## src/rtl/johnson_counter_4bit.sv

```systemverilog
// 4-stage Johnson (twisted-ring) counter with state decode, terminal count and legality flag.
// Optional build macro JOHNSON_SELF_CORRECT_EN: illegal states reload 0000 on the next edge.
module johnson_counter_4bit (
  input  logic       CLK1,
  input  logic       reset,
  output logic       Q1,
  output logic       Q2,
  output logic       Q3,
  output logic       Q4,
  output logic [2:0] state_idx,
  output logic       tc,
  output logic       valid
);

  // ring_q packs {Q1,Q2,Q3,Q4}; bit 3 is the ring input stage, bit 0 the ring output stage.
  logic [3:0] ring_q, ring_d;

  always_comb begin
    state_idx = 3'd0;
    valid     = 1'b1;
    unique case (ring_q)
      4'b0000: state_idx = 3'd0;
      4'b1000: state_idx = 3'd1;
      4'b1100: state_idx = 3'd2;
      4'b1110: state_idx = 3'd3;
      4'b1111: state_idx = 3'd4;
      4'b0111: state_idx = 3'd5;
      4'b0011: state_idx = 3'd6;
      4'b0001: state_idx = 3'd7;
      default: valid     = 1'b0;
    endcase
  end

  assign tc = (ring_q == 4'b0001);

  always_comb begin
    ring_d = {~ring_q[0], ring_q[3:1]};
`ifdef JOHNSON_SELF_CORRECT_EN
    if (!valid) ring_d = 4'b0000;
`endif
  end

  always_ff @(posedge CLK1) begin
    if (reset) ring_q <= 4'b0000;
    else       ring_q <= ring_d;
  end

  assign Q1 = ring_q[3];
  assign Q2 = ring_q[2];
  assign Q3 = ring_q[1];
  assign Q4 = ring_q[0];

endmodule

```

## config.mk

```make
export PLATFORM = sky130hd
export DESIGN_NAME = johnson_counter_4bit
export DESIGN_NICKNAME = d
export VERILOG_FILES = /design/src/rtl/johnson_counter_4bit.sv
export SDC_FILE = /design/constraint.sdc
export NUM_CORES = 1
export LEC_CHECK = 0
export CAP_MARGIN = 20
export CORE_AREA = 2 2 39 41
export DETAILED_ROUTE_END_ITERATION = 16
export DIE_AREA = 0 0 41 43
export PLACE_DENSITY = 0.4
export SLEW_MARGIN = 20
export SYNTH_ARGS = -nofsm -noshare
export SYNTH_HDL_FRONTEND = slang
export SYNTH_SLANG_ARGS = --single-unit
```

## constraint.sdc

```tcl
create_clock -name CLK1 -period 1.1 [get_ports CLK1]
set_input_delay 0.33 -clock CLK1 [delete_from_list [all_inputs] [get_ports CLK1]]
set_output_delay 0.33 -clock CLK1 [all_outputs]
set_load 0.005 [all_outputs]
```

After elaboration in Yosys (flattened, before gate mapping) --
Index checks and enable logic that the tools add are counted.
Storage, ports and cells: output and inout port bits 9, memory bits (read-only) 0, register bits 4, memories kept 0, word-level logic and storage cells 13, memory bits (writable) 0, latch bits 0
Cells by class: multiply operators 0, $lt $le $gt $ge 0, eq/ne operators 7, div/mod/pow operators 0, reductions and logical operators 2, shift operators 0, $add $sub $neg 0, multiplexer cells 2, bitwise operators 1
Operators with widths (count):
- $pmux W3 S7 | 1
- $eq A4 B4 Y1 const B | 4
- $reduce_or A8 Y1 | 1
- $eq A4 B1 Y1 const B | 1
- $eq A4 B2 Y1 const B | 1
- $eq A4 B3 Y1 const B | 1
- $logic_not A4 Y1 | 1
- $mux W1 | 1
- $not A1 Y1 | 1

Logic depth before layout (Yosys ltp) --
Gate-level depths: netlist of the first run.
depth after elaboration 3, depth in mapped cells 4, depth with buffers taken out 3

Worst setup path after synthesis of the first run --
OpenSTA, ideal clock, no wires.
path kind register -> output, start register ring_q[2], end output port valid, required time 770 ps, data arrival time 769 ps, path slack 1 ps, cell stages (with the launch flop) 5, cells stage by stage dfxtp_1 -> buf_6 -> nor2_1 -> a211oi_1 -> a21oi_1
Between the ends: longest elaborated chain between the ends 3
RTL lines:
- from (decl) | RTL line 16 | logic [3:0] ring_q, ring_d;
- from (signal assigned) | RTL line 45 | else ring_q <= ring_d;
- $eq A4 B1 Y1 (tied with other cells) | RTL line 21 | unique case (ring_q)
- $reduce_or A8 Y1 (no source line) *
- $mux W1 * | RTL line 21
- to (decl) | RTL line 12 | output logic valid
Every way passes the cells marked *; elsewhere a longest branch is shown, timed or not.

Final worst setup path of the first run --
Ends and elaborated chain as after synthesis.

==> results of run 1 <==
==> how the worst max path moves through the flow <==
| stage | end | slack, ps | cells past startpoint |
|---|---|---|---|
| after detailed placement | valid | -500 | 3 |
| final | valid | -260 | 4 |
| after floorplan | valid | 1 | 4 |
| after global placement | valid | -500 | 3 |
| after CTS | state_idx[0] | -280 | 4 |
| after global routing | state_idx[0] | -320 | 4 |
==> worst max-delay path: cells and delay by family, from the launching register on <==
family	cells	cell delay (ps)
AO/OA/AOI/OAI	2	170
buffers and inverters	1	120
flip-flops	1	380
AND/OR/NAND/NOR	1	130
==> final cells by class <==
class | count | area [µm²]
multi-input cells | 17 | 119
fillers | 145 | 990
flip-flops and latches | 4 | 92.6
clock buffers | 3 | 22.5
well taps | 16 | 20.0
repair buffers | 17 | 140
==> per-layer routing <==
| metal | vias to the layer above | GRT usage, % | share of wire (%) |
|---|---|---|---|
| li1 | 113 | - | - |
| met1 | 87 | 9.62 | 47 |
| met2 | 11 | 9.69 | 41 |
| met3 | 0 | 2.09 | 12 |
| met4 | 0 | 6.00 | 0 |
| met5 | - | 0 | 0 |
==> layout by cell type (no fill, tap or decap) <==
cell type / instances
nor4b_2: 1
nor2_1: 3
nor2b_1: 4
dfxtp_2: 1
clkbuf_4: 3
a211oi_2: 1
nor2_4: 1
o21ai_1: 1
clkdlybuf4s50_1: 1
xor2_1: 1
dfxtp_4: 3
buf_2: 6
a21oi_1: 1
nand2_1: 2
xnor2_1: 1
a21oi_2: 1
buf_6: 6
buf_4: 3
clkdlybuf4s15_1: 1
==> kinds of logic after synthesis <==
logic type,count (synthesis),share of synthesized area (%)
simple gates,11,29.7
compound gates,4,11.4
flops,4,40.5
xor+xnor,2,8.86
buf+inv,2,9.49
==> cell usage after synthesis (all sizes together) <==
cell type / count
nor2b: 4
nor2: 4
xnor2: 1
dfxtp: 4
xor2: 1
a211oi: 1
buf: 2
o21ai: 1
a21oi: 2
nand2: 2
nor4b: 1
==> power by group through the flow <==
stage	combinational (W)	sequential (W)	clock (W)
6_report	0.0000785	0.000167	0.000180
5_1_grt	0.0000879	0.000169	0.000204
4_1_cts	0.0000789	0.000166	0.000191
3_5_place_dp	0.0000815	0.000167	0
3_3_place_gp	0.0000812	0.000166	0
2_1_floorplan	0.0000333	0.000163	0
==> timing repair <==
item,in CTS,in global routing
gates resized for setup,50,1
pin swaps,4,1
setup buffers,1,0
setup endpoints to repair,9,9
==> metrics by stage <==
step                utilization (%)  hold slack [ps]  setup slack (ps)  area [µm²]
global placement               24.9              638              -500         344
detailed placement             24.9              650              -500         344
CTS                            28.1              613              -276         389
floorplan                         -              397              1.03         198
global route                   28.5              651              -324         394
finish                         28.5              611              -262         394
==> results.py, run 1 <==
metrics = {
    "pwr": {
        "p_per_area_nw_per_um2": 1080,
        "switchingPower_w": 0.000102,
        "p_sw_share_pct": 24.1,
        "internal_power_w": 0.000323,
        "report.power.total_w": 0.000426,
        "power_leakage_nw": 0.175,
        "vdd_drop_max_v": 0.000450,
        "seq_power_share_pct": 39.2,
        "pwr-share-comb_pct": 18.5,
        "power_frac_clock_pct": 42.3,
    },
    "synthesis": {
        "seq_area_frac_synth_pct": 40.5,
        "ys_types": 13,
        "ys_top_cells_by_area": "dfxtp_1 41%, nor2b_1 13%, buf_6 5.7%",
        "yosysTopAreaCellShare_pct": 40.5,
        "yosys.area.top_type": "dfxtp_1",
        "synth_area_um2": 198,
        "synthesis.nets": 25,
        "postSynthAreaPerCell_um2": 8.60,
        "ys_seq_elements": 4,
        "synth_cells": 23,
        "ys_warn_count": 0,
    },
    "drt": {
        "drt-total-wl_um": 518,
        "first_pass_iters": 2,
        "post-route-drc-count": 0,
        "avgViaCountPerCell": 3.70,
        "final_antenna_net_count": 0,
        "wl_per_cell_um": 9.09,
        "drt-initial-drc-count": 1,
        "vias": 211,
    },
    "sta": {
        "slew_violations": 0,
        "max_freq_ghz": 0.734,
        "rsz0062_at_grt": "true",
        "setup_slack_ps": -262,
        "finalSetupViolCount": 9,
        "post-route-min-period_ps": 1360,
        "tns_ps": -1730,
        "hold_viol_final": 0,
        "tightestPinTransition_ps": 192,
        "clock_skew_ps": 0.637,
        "finalCritPeriodShare_pct": 124,
        "slew_headroom_pct": 87.2,
    },
    "min_path": {
        "hold_end": "ring_q[0]",
        "worstHoldStart": "ring_q[1]",
        "min_path_cells": 2,
        "hp-class": "reg -> reg",
    },
    "finish": {
        "top_register": "ring_q",
        "antenna-diode-count": 0,
        "drive_gt1_share_pct": 63.4,
        "finalNetCount": 45,
        "syn_to_final_growth_pct": 99.4,
        "stdcell_count": 57,
        "largest_register_ffs": 4,
        "reg.largest.list": "ring_q (4)",
    },
    "worst_setup_path": {
        "r2r_end": "ring_q[2]",
        "worstPathRequired_ps": 770,
        "max_stage_delay_ps": 380,
        "crit_start": "ring_q[2]",
        "slowest_stage": "dfxtp_4",
        "r2r_cells": 3,
        "r2r-start": "ring_q[3]",
        "reg2reg_slack_ps": 260,
        "worst_setup_path_start_kind": "flop",
        "end_kind": "output pin",
        "cp_max_fo": 8,
        "path_cells": "nor2_4 -> a21oi_2 -> a21oi_1 -> buf_2",
        "cp.arrival_ps": 1030,
        "crit_type": "reg -> out",
    },
    "place": {
        "gp_congestion": 0.637,
        "numPortBuffers": 10,
        "dp.cells": 53,
    },
    "floorplan": {
        "die_h_um": 43,
        "ios": 11,
        "initial_core_util_pct": 14.3,
        "coreArea_um2": 1380,
        "rows": 14,
        "die_x_um": 41,
        "die_area_um2": 1760,
    },
    "grt": {
        "grt_usage_pct": 7.42,
        "antenna_found_initial": 0,
        "grt_pass1_vias": 216,
        "grt_max_degree": 9,
        "grt_pass1_wl_um": 869,
        "overflow": 0,
    },
    "clock_tree": {
        "cts_buffer_depth": 2,
        "clk-insertion-delay-late_ps": 230,
        "clk_pin_slew_worst_paths_ps": 40,
        "hold_buffers": 0,
        "cts_tree": "done",
        "cts.sinks": 4,
        "clk_root_buffer_cell": "clkbuf_4",
        "cts_max_level": 1,
        "numCtsBuffers": 3,
    },
    "run_status": {
        "outcome": "finished with violations",
        "violations": "negative setup slack",
    },
    "run": {
        "max-cap-violations": 0,
    },
}
No activity file was read; power rests on OpenSTA's default activity.
==> run 2: changes to the inputs <==
- clock period: 1.1 -> 1.28 ns (I/O delays scaled with it)
==> results.py, run 2 (synthesis results as in run 1) <==
metrics = {
    "worst_setup_path": {
        "crit_family": "flip-flops",
        "cp_max_fo": 8,
        "max_stage_delay_ps": 400,
        "worstPathRequired_ps": 900,
        "r2r_end": "ring_q[1]",
        "cp.arrival_ps": 1060,
        "r2r-start": "ring_q[2]",
        "worst_setup_path_start_kind": "flop",
        "crit_type": "reg -> out",
        "slowest_stage": "dfxtp_4",
        "timing.critical_path.buf_inv": 2,
        "end_kind": "output pin",
        "r2r_cells": 3,
        "reg2reg_slack_ps": 430,
        "path_cells": "buf_6 -> xor2_1 -> nor2_1 -> buf_2",
    },
    "finish": {
        "layout_common_cells": "7 x buf_2, 5 x buf_4, 4 x nor2b_1",
        "fillCellCount": 156,
        "multiInputGateArea_um2": 119,
        "syn_to_final_growth_pct": 94.9,
        "reg.largest.list": "ring_q (4)",
        "antenna-diode-count": 0,
        "post-route-util_pct": 27.8,
        "largest_register_ffs": 4,
        "finalNetCount": 46,
        "layout_commonest_cell": "buf_2",
        "drive_gt1_share_pct": 64.3,
        "register_area_um2": 92.6,
        "top_register": "ring_q",
    },
    "min_path": {
        "hold_end": "ring_q[3]",
        "worstHoldStart": "ring_q[0]",
        "hp-class": "reg -> reg",
        "min_path_cells": 2,
    },
    "floorplan": {
        "rows": 14,
        "coreArea_um2": 1380,
        "initial_core_util_pct": 14.3,
        "die_area_um2": 1760,
        "die_h_um": 43,
        "ios": 11,
        "die_x_um": 41,
    },
    "clock_tree": {
        "clk_root_buffer_cell": "clkbuf_4",
        "cts_max_level": 1,
        "cts_buffer_depth": 2,
        "clk_pin_slew_worst_paths_ps": 40,
        "cts_tree": "done",
        "numCtsBuffers": 3,
        "hold_buffers": 0,
        "clk-insertion-delay-late_ps": 230,
        "cts.sinks": 4,
    },
    "place": {
        "hpwlAfterDp_um": 351,
        "gp_congestion": 0.609,
        "numPortBuffers": 10,
    },
    "grt": {
        "grt_pass1_wl_um": 938,
        "grt_usage_pct": 8.22,
        "grt_pass1_vias": 226,
        "antenna_found_initial": 0,
        "overflow": 0,
        "grt_max_degree": 9,
    },
    "sta": {
        "clock_skew_ps": 6.21,
        "tightestPinTransition_ps": 212,
        "finalCritPeriodShare_pct": 113,
        "post-route-min-period_ps": 1440,
        "max_freq_ghz": 0.693,
        "tns_ps": -690,
        "rsz0062_at_grt": "true",
        "hold_viol_final": 0,
        "finalSetupViolCount": 6,
        "slew_violations": 0,
        "slew_headroom_pct": 85.8,
        "setup_slack_ps": -163,
    },
    "drt": {
        "drt-total-wl_um": 519,
        "drt-initial-drc-count": 0,
        "first_pass_iters": 1,
        "avgViaCountPerCell": 3.79,
        "final_antenna_net_count": 0,
        "wl_per_cell_um": 8.95,
        "post-route-drc-count": 0,
        "vias": 220,
    },
    "pwr": {
        "report.power.total_w": 0.000364,
        "p_per_area_nw_per_um2": 943,
        "power_leakage_nw": 0.177,
        "vdd_drop_max_v": 0.000391,
    },
    "run_status": {
        "violations": "negative setup slack",
        "outcome": "finished with violations",
    },
    "run": {
        "max-cap-violations": 0,
    },
}
run 2: routing by layer:
metal	global-route usage, %	routed length [µm]	vias to the layer above
met5	0	0	-
met4	8.00	0	0
met3	1.57	46	0
met2	11.9	245	11
met1	9.29	227	94
li1	-	-	115
run 2: metrics by stage:
step	area (µm²)	hold slack [ps]	setup WS, ps	cells
floorplan	198	451	127	23
global placement	344	529	-369	53
detailed placement	344	532	-391	53
CTS	379	529	-192	57
global route	385	535	-218	58
finish	385	521	-163	58
run 2: worst max-delay path by stage:
stage | from | cells past startpoint | slack [ps] | end
6_report | ring_q[2] | 4 | -160 | state_idx[0]
5_1_grt | ring_q[1] | 2 | -220 | tc
4_1_cts | ring_q[2] | 4 | -190 | state_idx[0]
3_5_place_dp | ring_q[2] | 3 | -390 | valid
3_3_place_gp | ring_q[2] | 3 | -370 | valid
2_1_floorplan | ring_q[2] | 4 | 130 | valid
run 2: where the power goes:
group	switching [W]	internal, W	leakage [nW]	total, W
Sequential	0.0000132	0.000129	0.0352	0.000143
Combinational	0.0000243	0.0000433	0.128	0.0000676
Clock	0.0000488	0.000105	0.0138	0.000153
Total	0.0000864	0.000277	0.177	0.000364
run 2: repair_timing:
action                                  in CTS  in global routing
endpoints found under the setup margin       9                  7
pin swaps                                    3                  1
resized for setup                           43                  2
setup buffers                                1                  1
run 2: area by class of cell:
type	count	area share, %
multi-input combinational	17	30.8
clock buffer	3	5.84
timing repair buffer	18	34.1
sequential	4	24.0
tap	16	5.19
run 2: worst reg2reg max path, cell delays in order, from the launching register on:
cell and delay, ps:
dfxtp_4 370, buf_4 140, buf_6 100, nor2b_1 110
==> run 3: changes to the inputs <==
- CTS_CLUSTER_DIAMETER: default -> 50
==> results of run 3 <==
The final DEF is identical to that of run 2; final timing and power are the same.
